--- src/rtl/jedro_1_test_monitor.sv ---
// ============================================================================
// Module      : jedro_1_test_monitor
// Description : Run controller for jedro_1 core benches. It resets and runs the
//               core, then checks register-file slots against expected values.
// Revision    : 1.0 - initial release
// ============================================================================
`default_nettype none

module jedro_1_test_monitor #(
    parameter int DATA_WIDTH   = 32,
    parameter int NUM_CHECKS   = 4,
    parameter int MAX_CYCLES   = 32,
    parameter int RESET_CYCLES = 3,
    parameter int DRAIN_CYCLES = 3,
    parameter bit REQUIRE_HALT = 1'b1,
    localparam int FIDX_W      = (NUM_CHECKS > 1) ? $clog2(NUM_CHECKS) : 1
) (
    input  logic                           clk_i,
    input  logic                           rstn_i,
    input  logic                           start_i,
    input  logic                           illegal_instr_i,
    input  logic [DATA_WIDTH-1:0]          rf_rdata_i,
    input  logic [5*NUM_CHECKS-1:0]        chk_addr_i,
    input  logic [DATA_WIDTH*NUM_CHECKS-1:0] chk_exp_i,
    input  logic [NUM_CHECKS-1:0]          chk_en_i,
    output logic                           core_rstn_o,
    output logic [4:0]                     rf_raddr_o,
    output logic                           busy_o,
    output logic                           done_o,
    output logic                           pass_o,
    output logic                           timeout_o,
    output logic [FIDX_W-1:0]              fail_idx_o,
    output logic [DATA_WIDTH-1:0]          fail_data_o
);

    localparam logic [2:0] S_IDLE  = 3'd0;
    localparam logic [2:0] S_RESET = 3'd1;
    localparam logic [2:0] S_RUN   = 3'd2;
    localparam logic [2:0] S_DRAIN = 3'd3;
    localparam logic [2:0] S_CHECK = 3'd4;
    localparam logic [2:0] S_DONE  = 3'd5;

    // With no drain phase the run hands over straight to checking.
    localparam logic [2:0] S_AFTER_RUN = (DRAIN_CYCLES == 0) ? S_CHECK : S_DRAIN;

    // One shared phase counter, wide enough for the longest phase.
    localparam int CNT_MAX_A = (MAX_CYCLES > RESET_CYCLES) ? MAX_CYCLES : RESET_CYCLES;
    localparam int CNT_MAX_B = (DRAIN_CYCLES > NUM_CHECKS) ? DRAIN_CYCLES : NUM_CHECKS;
    localparam int CNT_MAX   = (CNT_MAX_A > CNT_MAX_B) ? CNT_MAX_A : CNT_MAX_B;
    localparam int CNT_W     = $clog2(CNT_MAX + 1);

    localparam logic [CNT_W-1:0] RST_LAST   = CNT_W'(RESET_CYCLES - 1);
    localparam logic [CNT_W-1:0] RUN_LAST   = CNT_W'(MAX_CYCLES - 1);
    localparam logic [CNT_W-1:0] DRAIN_LAST = CNT_W'((DRAIN_CYCLES > 0) ? DRAIN_CYCLES - 1 : 0);
    localparam logic [CNT_W-1:0] CHK_LAST   = CNT_W'(NUM_CHECKS - 1);

    logic [2:0]            state_q, state_d;
    logic [CNT_W-1:0]      cnt_q, cnt_d;
    logic                  timeout_q, timeout_d;
    logic                  fail_q, fail_d;
    logic [FIDX_W-1:0]     fail_idx_q, fail_idx_d;
    logic [DATA_WIDTH-1:0] fail_data_q, fail_data_d;

    logic [4:0]            slot_addr [NUM_CHECKS];
    logic [DATA_WIDTH-1:0] slot_exp  [NUM_CHECKS];
    logic [FIDX_W-1:0]     slot_idx;
    logic                  mismatch;

    for (genvar k = 0; k < NUM_CHECKS; k++) begin : g_slots
        assign slot_addr[k] = chk_addr_i[5*k +: 5];
        assign slot_exp[k]  = chk_exp_i[DATA_WIDTH*k +: DATA_WIDTH];
    end

    assign slot_idx = cnt_q[FIDX_W-1:0];
    assign mismatch = (state_q == S_CHECK) && chk_en_i[slot_idx]
                      && (rf_rdata_i != slot_exp[slot_idx]);

    always_ff @(posedge clk_i or negedge rstn_i) begin
        if (!rstn_i) begin
            state_q     <= S_IDLE;
            cnt_q       <= '0;
            timeout_q   <= 1'b0;
            fail_q      <= 1'b0;
            fail_idx_q  <= '0;
            fail_data_q <= '0;
        end else begin
            state_q     <= state_d;
            cnt_q       <= cnt_d;
            timeout_q   <= timeout_d;
            fail_q      <= fail_d;
            fail_idx_q  <= fail_idx_d;
            fail_data_q <= fail_data_d;
        end
    end

    always_comb begin
        state_d     = state_q;
        cnt_d       = cnt_q;
        timeout_d   = timeout_q;
        fail_d      = fail_q;
        fail_idx_d  = fail_idx_q;
        fail_data_d = fail_data_q;
        case (state_q)
            S_IDLE, S_DONE: begin
                if (start_i) begin
                    state_d     = S_RESET;
                    cnt_d       = '0;
                    timeout_d   = 1'b0;
                    fail_d      = 1'b0;
                    fail_idx_d  = '0;
                    fail_data_d = '0;
                end
            end
            S_RESET: begin
                cnt_d = cnt_q + 1'b1;
                if (cnt_q == RST_LAST) begin
                    state_d = S_RUN;
                    cnt_d   = '0;
                end
            end
            S_RUN: begin
                cnt_d = cnt_q + 1'b1;
                // A halt on the budget's last cycle still counts as a halt.
                if (illegal_instr_i) begin
                    state_d = S_AFTER_RUN;
                    cnt_d   = '0;
                end else if (cnt_q == RUN_LAST) begin
                    state_d   = S_AFTER_RUN;
                    cnt_d     = '0;
                    timeout_d = 1'b1;
                end
            end
            S_DRAIN: begin
                cnt_d = cnt_q + 1'b1;
                if (cnt_q == DRAIN_LAST) begin
                    state_d = S_CHECK;
                    cnt_d   = '0;
                end
            end
            S_CHECK: begin
                cnt_d = cnt_q + 1'b1;
                if (mismatch && !fail_q) begin
                    fail_d      = 1'b1;
                    fail_idx_d  = slot_idx;
                    fail_data_d = rf_rdata_i;
                end
                if (cnt_q == CHK_LAST) begin
                    state_d = S_DONE;
                    cnt_d   = '0;
                end
            end
            default: begin
                state_d = S_IDLE;
                cnt_d   = '0;
            end
        endcase
    end

    always_comb begin
        core_rstn_o = (state_q == S_RUN) || (state_q == S_DRAIN)
                      || (state_q == S_CHECK) || (state_q == S_DONE);
        busy_o      = (state_q == S_RESET) || (state_q == S_RUN)
                      || (state_q == S_DRAIN) || (state_q == S_CHECK);
        done_o      = (state_q == S_DONE);
        pass_o      = (state_q == S_DONE) && !fail_q && !(timeout_q && REQUIRE_HALT);
        timeout_o   = timeout_q;
        fail_idx_o  = fail_idx_q;
        fail_data_o = fail_data_q;
        rf_raddr_o  = (state_q == S_CHECK) ? slot_addr[slot_idx] : 5'd0;
    end

endmodule

`default_nettype wire

--- config.mk ---
export PLATFORM = sky130hd
export DESIGN_NAME = jedro_1_test_monitor
export DESIGN_NICKNAME = d
export VERILOG_FILES = /design/src/rtl/jedro_1_test_monitor.sv
export SDC_FILE = /design/constraint.sdc
export NUM_CORES = 1
export LEC_CHECK = 0
export BUFFER_PORTS_ARGS = -buffer_cell sky130_fd_sc_hd__buf_2
export CORE_AREA = 2 2 92 94
export CTS_CLUSTER_SIZE = 8
export DETAILED_ROUTE_END_ITERATION = 12
export DIE_AREA = 0 0 94 96
export PLACE_DENSITY = 0.87
export SYNTH_ARGS = -nofsm -noshare
export SYNTH_HDL_FRONTEND = slang
export SYNTH_SLANG_ARGS = --single-unit
export TNS_END_PERCENT = 5
--- constraint.sdc ---
create_clock -name clk_i -period 5.05 [get_ports clk_i]
set_input_delay 0.505 -clock clk_i [delete_from_list [all_inputs] [get_ports clk_i]]
set_output_delay 0.505 -clock clk_i [all_outputs]
set_load 0.03 [all_outputs]
# Word-level counts from Yosys, hierarchy flattened

Index checks and enable logic that the tools add are counted.

Add/sub/neg operators: 1
Magnitude comparators: 2
Eq/ne operators: 17
Multiplexer cells: 34
Bitwise operators: 1
Reductions and logical operators: 21

Operators with widths:

| kind                | number |
|---|---|
| $mux 32             | 4 |
| $bmux 32 s2         | 1 |
| $pmux 32 s2         | 1 |
| $ne 32x32->1        | 1 |
| $mux 6              | 5 |
| $pmux 6 s4          | 1 |
| $mux 3              | 6 |
| $mux 5              | 3 |
| $pmux 3 s5          | 1 |
| $eq 6x2->1 const B  | 2 |
| $bmux 5 s2          | 1 |
| $ne 2x2->1 const B  | 5 |
| $add 6x1->6 const B | 1 |
| $eq 3x2->1 const B  | 2 |
| $eq 3x3->1 const B  | 2 |
| $eq 6x5->1 const B  | 1 |
| $logic_or 1x1->1    | 6 |
| $logic_and 1x1->1   | 5 |
| $mux 1              | 5 |
| $reduce_and 5->1    | 1 |
| $mux 2              | 2 |
| $ne 2x1->1 const B  | 2 |
| $pmux 1 s2          | 2 |
| $pmux 2 s2          | 1 |
| other kinds (12)    | 15 |

Bits in registers: 45
Output and inout bits: 44
Word-level logic and storage cells: 82

# Depth between registers and ports, before layout

Depth after elaboration: 9
Depth in mapped cells: 10
Depth with buffers taken out: 7

# Worst setup path after synthesis

Ideal clock, no wire load.

Kind: register to register
Start: register cnt_q[1]
End: register fail_data_q[0] (netlist: fail_data_o[0])
Library setup time: 0.093 ns
Data arrival time: 2.551 ns
Path slack: 2.406 ns
Stages on the path, launching flop included: 11
Period minus slack after synthesis: 2.644 ns
Cell sequence: dfrtp_1 > clkbuf_1 > buf_1 > mux4_2 > xor2_1 > nor4_1 > nand4_2 > o21a_1 > buf_6 > buf_6 > o31ai_2

Word-level cells in the longest chain between the ends: 9

RTL lines:

| item                                        | line | text |
|---|---|---|
| from (decl)                                 | 58   | `logic [CNT_W-1:0] cnt_q, cnt_d;` |
| from (signal assigned)                      | 88   | `cnt_q <= cnt_d;` |
| $not 2->3 (not written as such)             | 76   | `&& (rf_rdata_i != slot_exp[slot_idx]);` |
| $bmux 32 s2                                 | 76   |  |
| $mux 32 (not written as such) (2 in series) | 76   |  |
| $ne 32x32->1                                | 76   |  |
| $logic_and 1x1->1 (*)                       | 76   |  |
| $logic_and 1x1->1 (*)                       | 142  | `if (mismatch && !fail_q) begin` |
| $ne 2x1->1 (no source line) (*)             | n/a  |  |
| $reduce_and 3->1 (no source line) (*)       | n/a  |  |
| to (signal assigned)                        | 92   | `fail_data_q <= fail_data_d;` |
| to (decl)                                   | 62   | `logic [DATA_WIDTH-1:0] fail_data_q, fail_data_d;` |

Mark *: on every way between the ends. The rest lies on a longest branch, timed or not. The select of a mux whose other input is x is not followed.
A chain may end at the register's enable or synchronous reset.

# Worst setup path in the final report

Start: register cnt_q[0]
End: register fail_data_q[25] (netlist: fail_data_o[25])

The elaborated chain is that of the path after synthesis.

==> out/metrics.yaml <==
synth:
  synthDistinctLibCells: 40
  synth_ff_type: "dfrtp_1"
  synth_seq_cells: 45
  netlist_instances: 325
  ys_warn_count: 0
  syn_area_mm2: 0.003795
  syn_avg_cell_area_um2: 11.68
  synth-async-reset-ratio: 1.000
  yosysSeqAreaShare: 0.2967
  syn-num-nets: 516
  synth_edf_count: 0
timing:
  finalSetupViolCount: 0
  setup_slack_ps: 1239
  layout_min_cycle_time_ps: 3811
  fin_crit_sh: 0.7546
  hold_viol: 0
  drv_slew: 0
  rsz0062_at_grt: "no"
  max_freq_mhz: 262.4
  tightest_slew_ps: 1053
  setup-tns-final_ps: 0
  max-slew-margin-rel: 0.2978
  finClkSkew_ps: 12.59
layout:
  regArea_mm2: 0.001129
  fin_area_mm2: 0.005091
  final_cells: 648
  drive_gt1_frac: 0.6056
  multi_input_area_mm2: 0.002365
  nNetsFinal: 730
  fill_cells: 684
  area_delta_synth_final_pct: 34.16
worst_setup_path:
  crit_required_ps: 5190
  reg2regPathDepth: 8
  endpoint_kind: "flop"
  path_depth: 8
  critPathLaunchType: "flop"
  crit_top_cell: "buf_4"
  worst-path-max-fanout: 35
  cp_slowest_cell: "o21a_2"
  timing.setup.critical_path_class: "reg -> reg"
  arrival_ps: 3950
  cp_num_buf_inv: 2
  critPathTopFamily: "compound AO/OA/AOI/OAI gates"
  worstPathCellList: "buf_4 > mux4_2 > xor2_1 > nor4_2 > nand4_2 > buf_4 > o21a_2 > o31ai_2"
  max_stage_delay_ps: 880
floorplanning:
  die_x_um: 94
  core_area_mm2: 0.008051
  dieArea_mm2: 0.009024
  core.rowCount: 33
  pin_count: 232
  die_y_um: 96
  start_util: 0.4713
clocking:
  cts_tree: "yes"
  cts_root_buf: "clkbuf_8"
  cts_buffers: 5
  cts_buffer_depth: 2
  cts_hold_buf: 0
  htreeDepth: 2
  path_clk_slew_ps: 90
  postCtsSetupBuffers: 0
  cts_sinks: 45
  clock_latency_ps: 300
  cts_resized: 0
power:
  p_sw_mw: 1.165
  clkPwrFrac: 0.113
  combPwrFrac: 0.606
  p_per_area_mw_per_mm2: 480.7
  switching_share: 0.4760
  cellInternalPower_mw: 1.282
  power.leakage_nw: 2.460
  seqPwrFrac: 0.280
  peakVddDrop_uv: 281.3
hold_path:
  hold_class: "in -> async"
global_routing:
  grt_pass1_wl_um: 19110
  overflow: 0
  grt_max_degree: 46
  grt_pass1_vias: 3619
  globalRouteTotalUtil: 0.2779
  antenna_found_initial: 2
drt:
  ant_nets: 0
  first_pass_iters: 4
  vias_per_cell: 5.790
  wire_per_inst_um: 20.36
  via_count: 3752
  drt_iter0_markers: 250
  drc: 0
  wl_um: 13190
placed_design:
  dpl.hpwl_um: 10390
  place_congestion: 0.8723
  placed_cells: 637
  portBuffers: 231
  dpl_worst_slack_ps: 1275
  place_area_mm2: 0.004972
status:
  status: "finished clean"
flow_run:
  max-cap-violations: 0
## cells in the mapped netlist (4+ instances only)
cell type | count | share of area
o211ai_1 | 34 | 0.067
inv_1 | 39 | 0.039
mux4_2 | 38 | 0.23
xor2_1 | 32 | 0.074
nor4_2 | 7 | 0.023
buf_1 | 4 | 0.0040
clkbuf_1 | 17 | 0.017
and3_1 | 8 | 0.013
o31ai_1 | 6 | 0.012
o31ai_2 | 30 | 0.099
a21oi_1 | 4 | 0.0053
buf_6 | 8 | 0.024
o21ai_0 | 7 | 0.0092
dfrtp_1 | 45 | 0.30
## routing by layer
layer	global-route usage	vias up	routed length (µm)
li1	-	1687	-
met2	0.4679	187	6688
met1	0.3731	1858	5257
met4	0.05676	2	207
met3	0.05951	18	1032
met5	0.005952	-	7
## cell type report
class                   instances  share of cell area
multi-input cells             211              0.4645
repair buffers                237              0.2359
well taps                     105             0.02580
diodes                          3            0.001475
flip-flops and latches         45              0.2217
inverters                      39             0.02875
clock buffers                   6             0.01425
clock inverters                 2            0.007619
## worst paths after layout
kind | to | from | slack (ps)
worst max-delay path | fail_data_o[25] | cnt_q[0] | 1240
worst min-delay path | fail_data_o[0] | rstn_i | 390
worst max register to register | fail_data_o[25] | cnt_q[0] | 1240
worst min register to register | fail_data_o[22] | fail_data_o[22] | 540
max in group asynchronous | cnt_q[1] | rstn_i | 3940
min in group clk_i | fail_data_o[14] | rf_rdata_i[14] | 490
## layout by cell type (no fill, tap or decap), types with 7 or more instances in the layout
cell / count
and3_1: 8
buf_2: 231
dfrtp_1: 43
inv_1: 39
mux4_2: 38
nor4_2: 7
o211ai_1: 34
o21ai_0: 7
o31ai_2: 30
xor2_1: 32
## cell families (layout without fill, tap and decap cells)
group	count (synthesis)	count (layout)	share of synthesized area
AO/OA/AOI/OAI	93	93	0.2176
XOR/XNOR	33	33	0.07616
adder cells (fa/ha/maj)	3	3	0.009892
buffers and inverters	69	284	0.08440
flip-flops	45	45	0.2967
multiplexers	39	39	0.2282
other	0	3	0
AND/OR/NAND/NOR	43	43	0.08704
## power by group through the flow
stage / sequential, mW / clock [mW] / combinational, mW
6_report: 0.686 / 0.277 / 1.48
5_1_grt: 0.712 / 0.295 / 1.58
4_1_cts: 0.686 / 0.279 / 1.49
3_5_place_dp: 0.690 / 0 / 1.48
3_3_place_gp: 0.682 / 0 / 1.44
2_1_floorplan: 0.806 / 0 / 0.968
## flip-flops by register name, indices dropped and copies added, names as in the netlist
signal,count
fail_data_o,32
cnt_q,6
state_q,3
fail_idx_o,2
fail_q,1
timeout_o,1
## stage by stage
step	total power, mW	util	hold slack, ps
after floorplan	1.774	-	209.4
after global placement	2.124	0.6176	519.4
after detailed placement	2.169	0.6176	516.7
after CTS	2.454	0.6314	429.0
after global routing	2.589	0.6314	469.6
final	2.447	0.6323	386.6
Power figures use the tool's default switching activity.
